[config.mk]
export PLATFORM = sky130hd
export DESIGN_NAME = ma_ctrl
export DESIGN_NICKNAME = d
export VERILOG_FILES = /design/src/rtl/ma_ctrl.sv
export SDC_FILE = /design/constraint.sdc
export NUM_CORES = 1
export LEC_CHECK = 0
export CORE_MARGIN = 2
export CORE_UTILIZATION = 40
export CTS_CLUSTER_DIAMETER = 60
export DETAILED_ROUTE_END_ITERATION = 8
export PLACE_DENSITY = 0.7
export SLEW_MARGIN = 20
export SYNTH_ARGS = -nofsm -noshare
export SYNTH_HDL_FRONTEND = slang
export SYNTH_SLANG_ARGS = --single-unit
[constraint.sdc]
create_clock -name clk -period 2.2 [get_ports clk]
set_input_delay 0.66 -clock clk [delete_from_list [all_inputs] [get_ports clk]]
set_output_delay 0.66 -clock clk [all_outputs]
set_load 0.02 [all_outputs]
[src/rtl/ma_ctrl.sv]
// ma_ctrl -- sequencing controller for one 8-deep moving-average filter.
//
// Latches ADC samples into the filter data register, flushes the filter on
// start and on any decimation change, issues one-cycle sample strobes every
// div_val+1 cycles, and captures filter results into a ready/valid output
// register with a sticky overflow flag for results that had to be dropped.
//
// Ports:
//   clk              system clock
//   reset            asynchronous active-low reset
//   enable           1 = run, 0 = return to IDLE
//   div_val          strobe period minus 1 (clk cycles)
//   adc_valid        qualifies adc_data
//   adc_data         raw ADC sample
//   filt_reset_n     registered active-low reset to the filter
//   filt_sample      one-cycle sample strobe to the filter
//   filt_data        sample presented to the filter
//   filt_data_out    filter average
//   filt_data_rdy    filter window full
//   filt_sample_out  filter one-cycle result pulse
//   out_data         captured average
//   out_valid        out_data valid
//   out_ready        consumer accepts out_data
//   overflow         sticky: a result was dropped
//   clr_ovf          clears overflow
//   state            00 IDLE, 01 FLUSH, 10 FILL, 11 RUN
module ma_ctrl #(
  parameter int IWIDTH       = 10,
  parameter int OWIDTH       = IWIDTH,
  parameter int DIV_WIDTH    = 16,
  parameter int FLUSH_CYCLES = 4
) (
  input  logic                 clk,
  input  logic                 reset,
  input  logic                 enable,
  input  logic [DIV_WIDTH-1:0] div_val,
  input  logic                 adc_valid,
  input  logic [IWIDTH-1:0]    adc_data,
  output logic                 filt_reset_n,
  output logic                 filt_sample,
  output logic [IWIDTH-1:0]    filt_data,
  input  logic [OWIDTH-1:0]    filt_data_out,
  input  logic                 filt_data_rdy,
  input  logic                 filt_sample_out,
  output logic [OWIDTH-1:0]    out_data,
  output logic                 out_valid,
  input  logic                 out_ready,
  output logic                 overflow,
  input  logic                 clr_ovf,
  output logic [1:0]           state
);

  typedef enum logic [1:0] {
    S_IDLE  = 2'b00,
    S_FLUSH = 2'b01,
    S_FILL  = 2'b10,
    S_RUN   = 2'b11
  } state_t;

  localparam int FCW = (FLUSH_CYCLES > 1) ? $clog2(FLUSH_CYCLES) : 1;
  localparam logic [FCW-1:0] FLUSH_LAST = FCW'(FLUSH_CYCLES - 1);

  state_t               r_state;
  state_t               w_state_nxt;
  logic                 w_flush_load;
  logic [FCW-1:0]       r_flush_cnt;
  logic [DIV_WIDTH-1:0] r_div_shadow;
  logic [DIV_WIDTH-1:0] r_div_cnt;
  logic                 r_filt_reset_n;
  logic                 r_filt_sample;
  logic [IWIDTH-1:0]    r_filt_data;
  logic [OWIDTH-1:0]    r_out_data;
  logic                 r_out_valid;
  logic                 r_overflow;
  logic                 w_strobing;
  logic                 w_active_nxt;
  logic                 w_result;
  logic                 w_capture;
  logic                 w_ovf_evt;

  // Next state. Outside IDLE, dropping enable beats everything; a div_val
  // change (re)starts the flush so the new period is only used after it.
  always_comb begin
    w_state_nxt  = r_state;
    w_flush_load = 1'b0;
    if (r_state == S_IDLE) begin
      if (enable) begin
        w_state_nxt  = S_FLUSH;
        w_flush_load = 1'b1;
      end
    end else if (!enable) begin
      w_state_nxt = S_IDLE;
    end else if (div_val != r_div_shadow) begin
      w_state_nxt  = S_FLUSH;
      w_flush_load = 1'b1;
    end else begin
      case (r_state)
        S_FLUSH: if (r_flush_cnt == FLUSH_LAST) w_state_nxt = S_FILL;
        S_FILL:  if (filt_data_rdy) w_state_nxt = S_RUN;
        default: w_state_nxt = r_state;
      endcase
    end
  end

  assign w_strobing   = (r_state == S_FILL) || (r_state == S_RUN);
  assign w_active_nxt = (w_state_nxt == S_FILL) || (w_state_nxt == S_RUN);

  // A result can only be taken in RUN; it is dropped if the held one is unread.
  assign w_result  = (r_state == S_RUN) && filt_sample_out;
  assign w_capture = w_result && (!r_out_valid || out_ready);
  assign w_ovf_evt = w_result && r_out_valid && !out_ready;

  always_ff @(posedge clk or negedge reset) begin
    if (!reset) begin
      r_state        <= S_IDLE;
      r_flush_cnt    <= '0;
      r_div_shadow   <= '0;
      r_div_cnt      <= '0;
      r_filt_reset_n <= 1'b0;
      r_filt_sample  <= 1'b0;
      r_filt_data    <= '0;
      r_out_data     <= '0;
      r_out_valid    <= 1'b0;
      r_overflow     <= 1'b0;
    end else begin
      r_state        <= w_state_nxt;
      // Filter reset follows the state being entered so it releases in the
      // first FILL cycle and asserts on the edge that leaves FILL/RUN.
      r_filt_reset_n <= w_active_nxt;

      if (adc_valid) r_filt_data <= adc_data;

      // Divider: strobe when the count is 0, but never on an edge that
      // leaves FILL/RUN.
      r_filt_sample <= w_strobing && w_active_nxt && (r_div_cnt == '0);
      if (w_strobing) begin
        if (r_div_cnt == '0) r_div_cnt <= r_div_shadow;
        else                 r_div_cnt <= r_div_cnt - 1'b1;
      end

      if (w_flush_load) begin
        r_flush_cnt  <= '0;
        r_div_shadow <= div_val;
        r_div_cnt    <= div_val;
      end else if (r_state == S_FLUSH) begin
        r_flush_cnt <= r_flush_cnt + 1'b1;
      end

      if (w_capture) begin
        r_out_data  <= filt_data_out;
        r_out_valid <= 1'b1;
      end else if (out_ready) begin
        r_out_valid <= 1'b0;
      end

      // A new drop in the same cycle as clr_ovf keeps the flag set.
      r_overflow <= w_ovf_evt || (r_overflow && !clr_ovf);
    end
  end

  assign filt_reset_n = r_filt_reset_n;
  assign filt_sample  = r_filt_sample;
  assign filt_data    = r_filt_data;
  assign out_data     = r_out_data;
  assign out_valid    = r_out_valid;
  assign overflow     = r_overflow;
  assign state        = r_state;

endmodule

==> flow_summary.ini <==
[grt]
antenna_found_initial = 0
grt_pass1_wl_um = 14500
grt_pass1_vias = 3087
grt_util_all_layers_pct = 20.9
grt_overflow = 0
grt_max_degree = 26

[synth]
synthCells = 302
ys_seq_area_share_pct = 44.5
synth_top_area_share_pct = 44.5
yosysTopAreaCell = dfrtp_1
yosysWarnings = 0
async_flop_share_pct = 100
synth_edf_count = 0
synth_area_per_cell_um2 = 11.2
ys_seq_elements = 60
synth_top_cells_by_count = 60 x dfrtp_1, 46 x mux2_2, 20 x nor2_1
synthDistinctLibCells = 51
synthFlopType = dfrtp_1
synth_area_leaders = dfrtp_1 44%, mux2_2 15%, xor2_1 4.4%
synth_nets = 354
yosysMostFrequentCell = dfrtp_1
synth.cell_area_mm2 = 0.00338

[setup_path]
crit_path_end_kind = output port
r2r_setup_slack_ns = 0.08
cpPeakStageDelay_ns = 0.65
path_class = reg -> out
worst_setup_path_start_kind = register
cp_cell_sequence = clkdlybuf4s50_1
rr_startpoint = r_div_cnt[10]
path_buf_inv = 1
critPathTopFamily = buffers and inverters
rr_endpoint = r_div_cnt[14]
crit_path_top_delay_cell = clkdlybuf4s50_1
critPathRequiredTime_ns = 1.54
critPathMaxFanout = 7
worst_ep_arrival_time_ns = 1.47
ff2ff_path_depth = 7

[finish]
instances_no_fill = 534
drive_gt1_share_pct = 38.7
n_antenna_cell = 0
nets = 476
syn2layout_area_growth_pct = 46.8
design_area_mm2 = 0.00496

[placement]
place_area_mm2 = 0.00447
pre_cts_slack_ns = -0.764
hpwl_um = 6140
dp.cells = 505
gp_congestion = 0.867
portBuffers = 69

[clocking]
cts_buffers = 9
cts_max_path_buffers = 2
clk_pin_slew_ns = 0.08
cts_tree = done
cts.hold.buffers_added = 0
clock-sinks = 60
clock_latency_ns = 0.34
htreeDepth = 3
cts_root_buffer = clkbuf_8

[sta]
setup_slack_ns = 0.0702
setup-tns-final_ns = 0
setup_viol_count_final = 0
period_minus_slack_ns = 2.13
skew_ns = 0.00725
rsz0062_at_grt = true
hold_viol = 0
tightest_slew_ns = 0.535
slew_violations = 0
period_share_pct = 96.8
whs_ns = 0.284
clock.fmax_mhz = 470
maxSlewHeadroom_pct = 64.3

[floorplanning]
die_area_mm2 = 0.00919
floorplan.initialDensity_pct = 41.1
die_h_um = 95.9
core.rowCount = 33
die_w_um = 95.9
pin_count = 70
core-area_mm2 = 0.00822

[power_and_ir_drop]
peakVddDrop_v = 0.000429
power.leakage_nw = 2.18
powerDensity_mw_per_mm2 = 681

[min_path]
hold_class = in -> async

[detailed_routing]
firstDrtPassIters = 4
drt_wl_total_um = 8980
drc = 0
drt_iter0_drc = 116
ant_nets = 0
via_per_inst = 5.42
vias = 2895
wl_per_cell_um = 16.8

[run]
drv_cap = 0

[status]
status = completed
-- power breakdown --
| part | switching, mW | internal (mW) | leakage [nW] |
|---|---|---|---|
| logic | 0.403 | 0.490 | 1.33 |
| registers | 0.119 | 1.23 | 0.743 |
| clock network | 0.491 | 0.645 | 0.110 |
| total | 1.01 | 2.36 | 2.18 |
-- state kept, by name, indices dropped and copies added (netlist names) --
signal / cells
filt_sample: 1
filt_reset_n: 1
overflow: 1
r_div_cnt: 16
state: 2
filt_data: 10
r_div_shadow: 16
out_data: 10
out_valid: 1
r_flush_cnt: 2
-- metal layers --
layer / vias to the layer above / part of all wire (%) / track usage [%] / routed length (µm)
li1: 1349 / - / - / -
met1: 1414 / 42 / 24.9 / 3760
met2: 117 / 48 / 34.6 / 4350
met3: 15 / 8.0 / 6.66 / 716
met4: 0 / 1.8 / 9.29 / 159
met5: - / 0 / 0 / 0
-- final cells by class --
type / instances / area (µm²)
Inverter: 15 / 56.3
Sequential cell: 60 / 1500
Timing Repair Buffer: 129 / 1170
Clock inverter: 7 / 98.8
Fill cell: 673 / 3260
Clock buffer: 9 / 124
Multi-Input combinational cell: 209 / 1870
Tap cell: 105 / 131
-- cells by family (layout without fill, tap and decap cells) --
group,count (synthesis),in the layout,synth area share (%)
simple gates,86,86,16.2
buf+inv,33,160,4.82
mux,52,52,17.3
flops,60,60,44.5
compound gates,46,46,9.89
xor+xnor,17,17,4.41
fa+ha+maj,8,8,2.96
-- cells in the final DEF (no fill, tap or decap), types with 5 or more instances in the layout --
cell type	netlist	final
nand2_1	13	13
inv_1	15	15
dfrtp_1	60	59
a211oi_1	5	5
xor2_1	17	12
clkdlybuf4s50_1	0	53
buf_2	7	5
xor2_2	0	5
nor2_1	20	20
ha_1	8	8
mux2_4	1	18
a21oi_1	10	10
nor4_2	5	8
buf_4	0	52
buf_6	4	7
o21ai_0	6	6
clkbuf_2	0	5
nor3_1	5	5
mux2i_1	5	5
clkbuf_8	0	9
mux2_2	46	29
-- worst max path at each step --
stage | to | depth (start not counted) | startpoint | slack [ns]
after floorplan | r_div_cnt[12] | 7 | div_val[1] | 0.08
after global placement | r_div_shadow[6] | 8 | div_val[1] | -0.72
after detailed placement | r_div_shadow[7] | 8 | div_val[1] | -0.76
after CTS | r_div_shadow[7] | 8 | r_div_shadow[13] | -0.02
after global routing | r_div_shadow[7] | 8 | div_val[14] | -0.01
final | state[0] | 1 | state[0] | 0.07
-- through the flow --
step | util, % | total power [mW]
after floorplan | - | 1.77
after global placement | 54.4 | 2.14
after detailed placement | 54.4 | 2.17
after CTS | 59.3 | 3.38
after global routing | 60.3 | 3.54
final | 60.3 | 3.38
-- repair_timing --
item | in CTS | in global routing
pin swaps | 8 | 9
endpoints found under the setup margin | 29 | 29
gates resized for setup | 68 | 24
gates cloned | 1 | 0
setup buffers | 8 | 4
(Power assumes the default switching activity.)
